[src/rtl/bit_entry_sequencer_pkg.sv]
// Shared types and default parameters for the button-to-bitstream front end.
package bit_entry_pkg;

  typedef enum logic {
    EMPTY   = 1'b0,
    PRESENT = 1'b1
  } out_state_t;

  localparam int DEF_FIFO_DEPTH  = 4;
  localparam int DEF_SYNC_STAGES = 2;
  localparam int DEF_BIT_COUNT_W = 8;

endpackage

[src/rtl/bit_entry_sequencer_sync_fifo.sv]
// 1-bit wide synchronous FIFO; full/empty from wrap-bit pointer compare.
// DEPTH must be a power of two for the wrap-bit scheme to hold.
module sync_fifo #(
  parameter int DEPTH = 4,
  localparam int AW = $clog2(DEPTH),
  localparam int CW = $clog2(DEPTH + 1)
) (
  input  logic          clk,
  input  logic          rst,
  input  logic          push,
  input  logic          din,
  input  logic          pop,
  output logic          dout,
  output logic          full,
  output logic          empty,
  output logic [CW-1:0] count
);

  localparam logic [AW:0] PTR_ONE = 1;

  logic [DEPTH-1:0] mem;
  logic [AW:0]      wr_ptr;
  logic [AW:0]      rd_ptr;
  logic [AW:0]      diff;

  assign empty = (wr_ptr == rd_ptr);
  assign full  = (wr_ptr[AW] != rd_ptr[AW]) && (wr_ptr[AW-1:0] == rd_ptr[AW-1:0]);
  assign diff  = wr_ptr - rd_ptr;
  assign count = CW'(diff);
  assign dout  = mem[rd_ptr[AW-1:0]];

  always_ff @(posedge clk) begin
    if (rst) begin
      wr_ptr <= '0;
      rd_ptr <= '0;
    end else begin
      // On full with a pop, the old entry is read out before being overwritten.
      if (push) begin
        mem[wr_ptr[AW-1:0]] <= din;
        wr_ptr <= wr_ptr + PTR_ONE;
      end
      if (pop) begin
        rd_ptr <= rd_ptr + PTR_ONE;
      end
    end
  end

endmodule

[src/rtl/bit_entry_sequencer.sv]
// Synchronizes two button levels, arbitrates their rising edges into a bit queue,
// and presents queued bits one at a time over valid/ready.
module bit_entry_sequencer
  import bit_entry_pkg::*;
#(
  parameter int FIFO_DEPTH  = DEF_FIFO_DEPTH,
  parameter int SYNC_STAGES = DEF_SYNC_STAGES,
  parameter int BIT_COUNT_W = DEF_BIT_COUNT_W
) (
  input  logic                             clk_1H,
  input  logic                             rst,
  input  logic                             input_0,
  input  logic                             input_1,
  output logic                             bit_out,
  output logic                             bit_valid,
  input  logic                             bit_ready,
  output logic                             conflict,
  output logic                             overflow,
  output logic [$clog2(FIFO_DEPTH+1)-1:0] fifo_count,
  output logic [BIT_COUNT_W-1:0]           bit_count
);

  localparam logic [BIT_COUNT_W-1:0] CNT_ONE = 1;

  logic [SYNC_STAGES-1:0] sync0;
  logic [SYNC_STAGES-1:0] sync1;
  logic                   prev0;
  logic                   prev1;
  logic                   edge0;
  logic                   edge1;
  logic                   push_req;
  logic                   push;
  logic                   pop;
  logic                   fifo_dout;
  logic                   fifo_full;
  logic                   fifo_empty;
  out_state_t             state;

  always_ff @(posedge clk_1H) begin
    if (rst) begin
      sync0 <= '0;
      sync1 <= '0;
      prev0 <= 1'b0;
      prev1 <= 1'b0;
    end else begin
      sync0 <= {sync0[SYNC_STAGES-2:0], input_0};
      sync1 <= {sync1[SYNC_STAGES-2:0], input_1};
      prev0 <= sync0[SYNC_STAGES-1];
      prev1 <= sync1[SYNC_STAGES-1];
    end
  end

  assign edge0    = sync0[SYNC_STAGES-1] & ~prev0;
  assign edge1    = sync1[SYNC_STAGES-1] & ~prev1;
  assign push_req = edge0 ^ edge1;
  assign pop      = ~fifo_empty & ((state == EMPTY) | bit_ready);
  // A push into a full queue survives only if the same cycle frees a slot.
  assign push     = push_req & (~fifo_full | pop);

  sync_fifo #(
    .DEPTH (FIFO_DEPTH)
  ) u_fifo (
    .clk   (clk_1H),
    .rst   (rst),
    .push  (push),
    .din   (edge1),
    .pop   (pop),
    .dout  (fifo_dout),
    .full  (fifo_full),
    .empty (fifo_empty),
    .count (fifo_count)
  );

  always_ff @(posedge clk_1H) begin
    if (rst) begin
      state     <= EMPTY;
      bit_valid <= 1'b0;
      bit_out   <= 1'b0;
      conflict  <= 1'b0;
      overflow  <= 1'b0;
      bit_count <= '0;
    end else begin
      conflict <= edge0 & edge1;
      overflow <= push_req & fifo_full & ~pop;
      if (bit_valid && bit_ready) begin
        bit_count <= bit_count + CNT_ONE;
      end
      case (state)
        EMPTY: begin
          if (!fifo_empty) begin
            state     <= PRESENT;
            bit_valid <= 1'b1;
            bit_out   <= fifo_dout;
          end
        end
        PRESENT: begin
          if (bit_ready) begin
            if (!fifo_empty) begin
              bit_out <= fifo_dout;
            end else begin
              state     <= EMPTY;
              bit_valid <= 1'b0;
            end
          end
        end
        default: begin
          state     <= EMPTY;
          bit_valid <= 1'b0;
        end
      endcase
    end
  end

endmodule

[config.mk]
export PLATFORM = sky130hd
export DESIGN_NAME = bit_entry_sequencer
export DESIGN_NICKNAME = d
export VERILOG_FILES = /design/src/rtl/bit_entry_sequencer_pkg.sv /design/src/rtl/bit_entry_sequencer_sync_fifo.sv /design/src/rtl/bit_entry_sequencer.sv
export SDC_FILE = /design/constraint.sdc
export NUM_CORES = 1
export LEC_CHECK = 0
export CAP_MARGIN = 20
export CORE_ASPECT_RATIO = 0.6
export CORE_UTILIZATION = 47
export DETAILED_ROUTE_END_ITERATION = 10
export PLACE_DENSITY_LB_ADDON = 0.05
export SETUP_SLACK_MARGIN = 0.02
export SYNTH_ARGS = -nofsm -noshare
export SYNTH_HDL_FRONTEND = slang
export SYNTH_SLANG_ARGS = --single-unit
[constraint.sdc]
create_clock -name clk_1H -period 1.8 [get_ports clk_1H]
set_input_delay 0.36 -clock clk_1H [delete_from_list [all_inputs] [get_ports clk_1H]]
set_output_delay 0.36 -clock clk_1H [all_outputs]
set_load 0.01 [all_outputs]
==> results of run 1 <==
==> per-layer routing <==
| metal | vias up | wire length [µm] |
|---|---|---|
| li1 | 540 | - |
| met1 | 508 | 1400 |
| met2 | 26 | 1260 |
| met4 | 0 | 41 |
| met5 | - | 0 |
| met3 | 5 | 158 |
==> sequential cells by signal, indices dropped and copies added, names as in the netlist <==
name,count
state,1
overflow,1
prev1,1
bit_valid,1
bit_count,8
sync0,2
bit_out,1
u_fifo.rd_ptr,3
conflict,1
prev0,1
u_fifo.wr_ptr,3
sync1,2
u_fifo.mem,4
==> cell families after synthesis <==
| group | Yosys count | synth area share, % |
|---|---|---|
| multiplexers | 6 | 5.63 |
| AND/OR/NAND/NOR | 51 | 21.7 |
| XOR/XNOR | 4 | 3.14 |
| flip-flops | 29 | 45.8 |
| AO/OA/AOI/OAI | 21 | 10.3 |
| buffers and inverters | 13 | 3.69 |
| adder cells (fa/ha/maj) | 10 | 9.78 |
==> power by group <==
part / internal [µW] / switching, µW / total [µW]
sequential: 726 / 69.4 / 796
combinational: 372 / 285 / 657
clock: 302 / 227 / 529
total: 1400 / 581 / 1980
==> layout by cell type (no fill, tap or decap), types with 2 or more instances in the layout <==
master / instances
dfxtp_1: 23
clkdlybuf4s50_1: 16
buf_4: 14
nor2b_1: 12
nand2_1: 10
inv_1: 8
ha_1: 8
a21oi_1: 7
nor2_1: 6
clkbuf_8: 6
and3_1: 5
nand3_1: 4
edfxtp_1: 4
mux2_2: 3
o21ai_0: 3
or4_1: 3
o31ai_1: 3
nand4_1: 2
xor2_1: 2
mux2i_1: 2
buf_2: 2
dfxtp_2: 2
==> final timing paths <==
| path | end | cells past startpoint | slack (ps) | from |
|---|---|---|---|---|
| setup / recovery | fifo_count[1] | 5 | -30 | u_fifo.wr_ptr[0] |
| hold / removal | sync1[1] | 1 | 440 | sync1[0] |
| setup reg to reg | u_fifo.rd_ptr[2] | 6 | 90 | u_fifo.rd_ptr[1] |
| hold reg to reg | sync1[1] | 1 | 440 | sync1[0] |
==> final cells by class <==
class | instances | area, µm²
clock buffer | 7 | 86.3
fill | 201 | 813
inverter | 9 | 33.8
multi-input combinational | 92 | 709
sequential | 29 | 623
tap | 32 | 40.0
timing repair buffer | 34 | 304
==> through the flow <==
stage	cells	cell area, µm²
finish	203	1800
global route	203	1800
CTS	203	1790
detailed placement	196	1700
global placement	196	1700
floorplan	134	1360
==> worst max-delay path, cell delays in order, from the launching register on <==
cell	delay, ps
dfxtp_2	330
inv_2	50
ha_4	150
fa_2	500
inv_1	30
buf_2	120
==> repair_timing <==
action / in CTS / in global routing
buffers inserted: 0 / 0
pin swaps: 0 / 1
resized for setup: 16 / 3
setup endpoints to repair: 6 / 4
==> impl_results.md, run 1 <==
- Hold Path Class: register to register
- Max-capacitance violation count: 0
- Diode count: 0
- Avg WL per Cell: 14.1 µm
- Post-synthesis cell type count: 39
- Hold Vio Cnt, Final: 0
- Final WL: 2870 µm
- Minimum clock period: 1830 ps
- Cell Area, Synth: 1360 µm²
- Pwr Total: 1980 µW
- Critical Path Sink Type: output pin
- Port Buf Inserts: 19
- Initial antenna violation count: 0
- Global routing usage on met1: 26.4%
- Initial Util: 52.0%
- Area growth, synth to finish: 32.5%
- Synth warn: 0
- Final ANT Viol Nets: 0
- Layout cells sized above 1: 24.0%
- Core area: 2610 µm²
- Met3 usage: 7.44%
- Syn Inst Count: 134
- CTS root buf: clkbuf_8
- Asr flop ratio synth: 0%
- CP required: 1440 ps
- Vias in the first global route: 1059
- CTS H-tree depth: 2
- Relative slew slack: 80.3%
- Met2 usage: 32.0%
- CTS buffer count: 5
- Crit path launch type: register
- Synth area leader: dfxtp_1
- Post-synth top cells: 25 x dfxtp_1, 12 x nor2b_1, 10 x nand2_1, 9 x ha_1, 9 x inv_1
- Register bit count reported by yosys: 29
- Vias per cell: 5.32
- Nets: 186
- Violated checks: negative setup slack
- Crit Path Max Fanout: 2
- Worst Tran Pin Value: 295 ps
- Mapped Nets: 149
- Initial DRC count: 70
- Maximum vdd drop: 574 µV
- Post-synth EDFFs: 4
- Die Area: 3110 µm²
- Clk slew on worst S/H paths: 60 ps
- CTS tree: yes
- Max Clk Rate: 0.547 GHz
- Sequential share of the synthesized area: 45.8%
- Count leader, synth: dfxtp_1
- Worst Setup Path Type: register to output pin
- Critical Path AT: 1470 ps
- Routability cong.: 0.748
- Run status: complete, but fails checks
- Pre-antenna DRT Iters: 4
- CTS sink cnt: 29
- All-Layer GR Usage: 20.8%
- WHS: 438 ps
- Pre-CTS setup slack: -199 ps
- Max-slew violations: 0
- Largest cells by area after synthesis: dfxtp_1 37%, edfxtp_1 8.9%, ha_1 8.3%
- DRC violations left: 0
- Busiest layer in global routing: met2
- Die width: 71.4 µm
- Final design utilization: 68.8%
- Via count: 1079
- Final TNS setup: -27.0 ps
- Final period util: 102%
- Boundary pin count: 20
- Rows: 14
- Final WS setup: -27.0 ps
- GRT Residual Overflow: 0
- Clk_lat worst skew: 280 ps
- # setup viols final: 1
- P_leak: 0.000725 µW
- Cell area power density: 1100 nW/µm²
- Die Y: 43.6 µm
- RSZ-0062 raised after global routing: yes
- CTS Hold Bufs: 0
- Max Clock Skew: 3.82 ps
- Synthesized area per cell: 10.1 µm²
- First-pass GRT wire length: 4680 µm
- Synth top area share: 36.9%
- Post-DP HPWL: 2110 µm
- Largest net degree at the start of global routing: 27
- Ys flop type: dfxtp_1
- Clock tree buffer depth: 2
Power figures use the tool's default switching activity.
==> run 2: changes to the inputs <==
==> constraint.sdc (replaced) <==
create_clock -name clk_1H -period 1.8 [get_ports clk_1H]
set_input_delay 0.36 -clock clk_1H [delete_from_list [all_inputs] [get_ports clk_1H]]
set_output_delay 0.36 -clock clk_1H [all_outputs]
set_load 0.05 [all_outputs]
==> run 2 against run 1 <==
  * The flow finishes with violations (design-rule violations, negative setup slack)
  * Core utilization increased by 2.0 points
  * Die area unchanged
  * Setup slack lost 36 ps
  * Via count is essentially flat
  * Critical path depth did not move
  * Non-clock buffer count is 1 lower
==> impl_results.md, run 2 (synthesis gave the netlist of run 1 again) <==
- Boundary pin count: 20 (unchanged)
- Crit Path Max Fanout: 2 (unchanged)
- Die Area: 3110 µm² (unchanged)
- Worst Hold End: sync0[1]
- CTS buffer count: 5 (unchanged)
- Clock tree buffer depth: 2 (unchanged)
- Diode count: 0 (unchanged)
- Max Clock Skew: 4.79 ps (+0.971 ps)
- All-Layer GR Usage: 22.8% (+2.0 points)
- Cell mode on critical path: inv_2
- CTS root buf: clkbuf_8
- P_leak: 0.000774 µW (+6.8%)
- First-pass GRT wire length: 5130 µm (+9.7%)
- Max Clk Rate: 0.537 GHz (-2.0%)
- Hold path depth: 1 (unchanged)
- Cell area power density: 1310 nW/µm² (+19%)
- Reg-to-reg endpoint: u_fifo.rd_ptr[2]
- DRC violations left: 1 (+1)
- Worst R2R Setup Slack: 70 ps (-20 ps)
- Critical Path AT: 1500 ps (+30 ps)
- Most frequent cells in the layout: 25 x buf_4, 23 x dfxtp_1, 12 x nor2b_1, 10 x nand2_1, 8 x ha_1
- Routability cong.: 0.768 (+2.6%)
- Biggest register: bit_count
- WHS: 448 ps (+9.89 ps)
- Nets: 185 (-0.54%)
- Via count: 1080 (+0.093%)
- Max-capacitance violation count: 0 (unchanged)
- CTS tree: yes
- Die width: 71.4 µm (unchanged)
- Minimum clock period: 1860 ps (+36.4 ps)
- Crit path launch type: register
- Worst path top cell family by delay: adder cells
- Worst Tran Pin Value: 416 ps (+121 ps)
- Area growth, synth to finish: 36.3%
- Rows: 14 (unchanged)
- Commonest non-fill, non-tap cell in the layout: buf_4
- Post-DP HPWL: 2070 µm (-1.9%)
- Max reg flops: 8 (unchanged)
- Final ANT Viol Nets: 0 (unchanged)
- Cells on worst reg2reg path: 5 (-1)
- Crit-path cells: inv_2 > ha_4 > fa_2 > inv_2 > buf_12
- Delay of the slowest critical-path stage: 520 ps (+20 ps)
- # setup viols final: 2 (+1)
- Final period util: 104% (+2.0 points)
- Multi-input gate area: 731 µm² (+3.0%)
- GRT Residual Overflow: 0 (unchanged)
- Initial antenna violation count: 0 (unchanged)
- Worst path bufs/invs: 3 (unchanged)
- Port Buf Inserts: 19 (unchanged)
- Final WL: 2950 µm (+3.1%)
- Core area: 2610 µm² (unchanged)
- Pre-CTS setup slack: -127 ps (+71.9 ps)
- RSZ-0062 raised after global routing: yes
- Critical Path Sink Type: output pin
- Max-slew violations: 0 (unchanged)
- Final WS setup: -63.4 ps (-36.4 ps)
- Hold Path Class: register to register
- Violated checks: design-rule violations, negative setup slack
- Reg2reg start: u_fifo.rd_ptr[1]
- Reg area: 623 µm² (unchanged)
- Fill cells: 190 (-5.5%)
- CP required: 1440 ps (about the same)
- Pre-antenna DRT Iters: 7 (+3)
- Initial Util: 52.0% (unchanged)
- Largest net degree at the start of global routing: 27 (unchanged)
- Layout cells sized above 1: 31.6% (+7.6 points)
- Die Y: 43.6 µm (unchanged)
- Hold Path Origin: sync0[0]
- Run status: complete, but fails checks
- Initial DRC count: 54 (-23%)
- CTS H-tree depth: 2 (unchanged)
- Maximum vdd drop: 713 µV (+24%)
- Vias per cell: 5.32 (about the same)
- Hold Vio Cnt, Final: 0 (unchanged)
- Clk_lat worst skew: 280 ps (about the same)
- Worst Setup Path Type: register to output pin
- CTS sink cnt: 29 (unchanged)
- Clk slew on worst S/H paths: 60 ps (about the same)
- Relative slew slack: 72.3% (-8.0 points)
- Slowest cell on crit path: fa_2
- Vias in the first global route: 1094 (+3.3%)
- Avg WL per Cell: 14.6 µm (+3.1%)
[run 2: changes by cell type in the layout (fill, tap and decap cells not counted), moves of 2 or more]
cell             change
buf_12               +3
buf_2                -2
buf_4               +11
xnor2_4              +2
clkdlybuf4s50_1     -12
[run 2: power by group]
part / internal (µW) / switching [µW] / leakage [µW]
registers: 724 / 65.7 / 0.000240
clock network: 395 / 259 / 0.0000599
logic: 458 / 517 / 0.000474
[run 2: cell type report]
type	count	area share [%]
inverters	9	1.83
clock buffers	7	5.82
flip-flops and latches	29	33.7
well taps	32	2.17
multi-input cells	92	39.5
clock inverters	1	0.338
repair buffers	33	16.6
[run 2: worst max path at each step]
stage,start,end,slack (ps),cells past startpoint
after floorplan,u_fifo.wr_ptr[0],fifo_count[2],80,4
after global placement,bit_ready,u_fifo.rd_ptr[2],-70,4
after detailed placement,bit_ready,u_fifo.rd_ptr[2],-130,4
after CTS,u_fifo.wr_ptr[0],fifo_count[1],-80,5
after global routing,u_fifo.wr_ptr[0],fifo_count[2],-120,5
final,u_fifo.wr_ptr[0],fifo_count[1],-60,5
[run 2: timing repair]
| item | in CTS | in global routing |
|---|---|---|
| setup endpoints to repair | 2 | 4 |
| resized for setup | 7 | 0 |
| buffers inserted | 2 | 0 |
| hold buffers | 0 | 0 |
[run 2: worst register-to-register path, stage by stage, from the launching register on]
cell      delay [ps]
dfxtp_1          340
inv_1             50
ha_1             290
and2_0           270
a211oi_1         310
mux2_2           360
[run 2: metal layers]
| layer | global-route usage, % | part of all wire, % | wire [µm] |
|---|---|---|---|
| met1 | 29.8 | 51 | 1490 |
| met3 | 6.51 | 3.5 | 102 |
| met5 | 0 | 0 | 0 |
| met4 | 10.8 | 1.7 | 51 |
| met2 | 35.4 | 44 | 1310 |
[run 2: per-stage QoR]
| step | total power [µW] | utilization [%] | TNS, ps | cell area (µm²) | std cells |
|---|---|---|---|---|---|
| final | 2420 | 70.9 | -122 | 1850 | 203 |
| after CTS | 2430 | 70.9 | -149 | 1850 | 203 |
| after global routing | 2550 | 70.9 | -300 | 1850 | 203 |
| after global placement | 1720 | 64.9 | -86.1 | 1690 | 193 |
| after detailed placement | 1740 | 64.9 | -345 | 1690 | 193 |
| after floorplan | 1360 | - | 0 | 1380 | 134 |
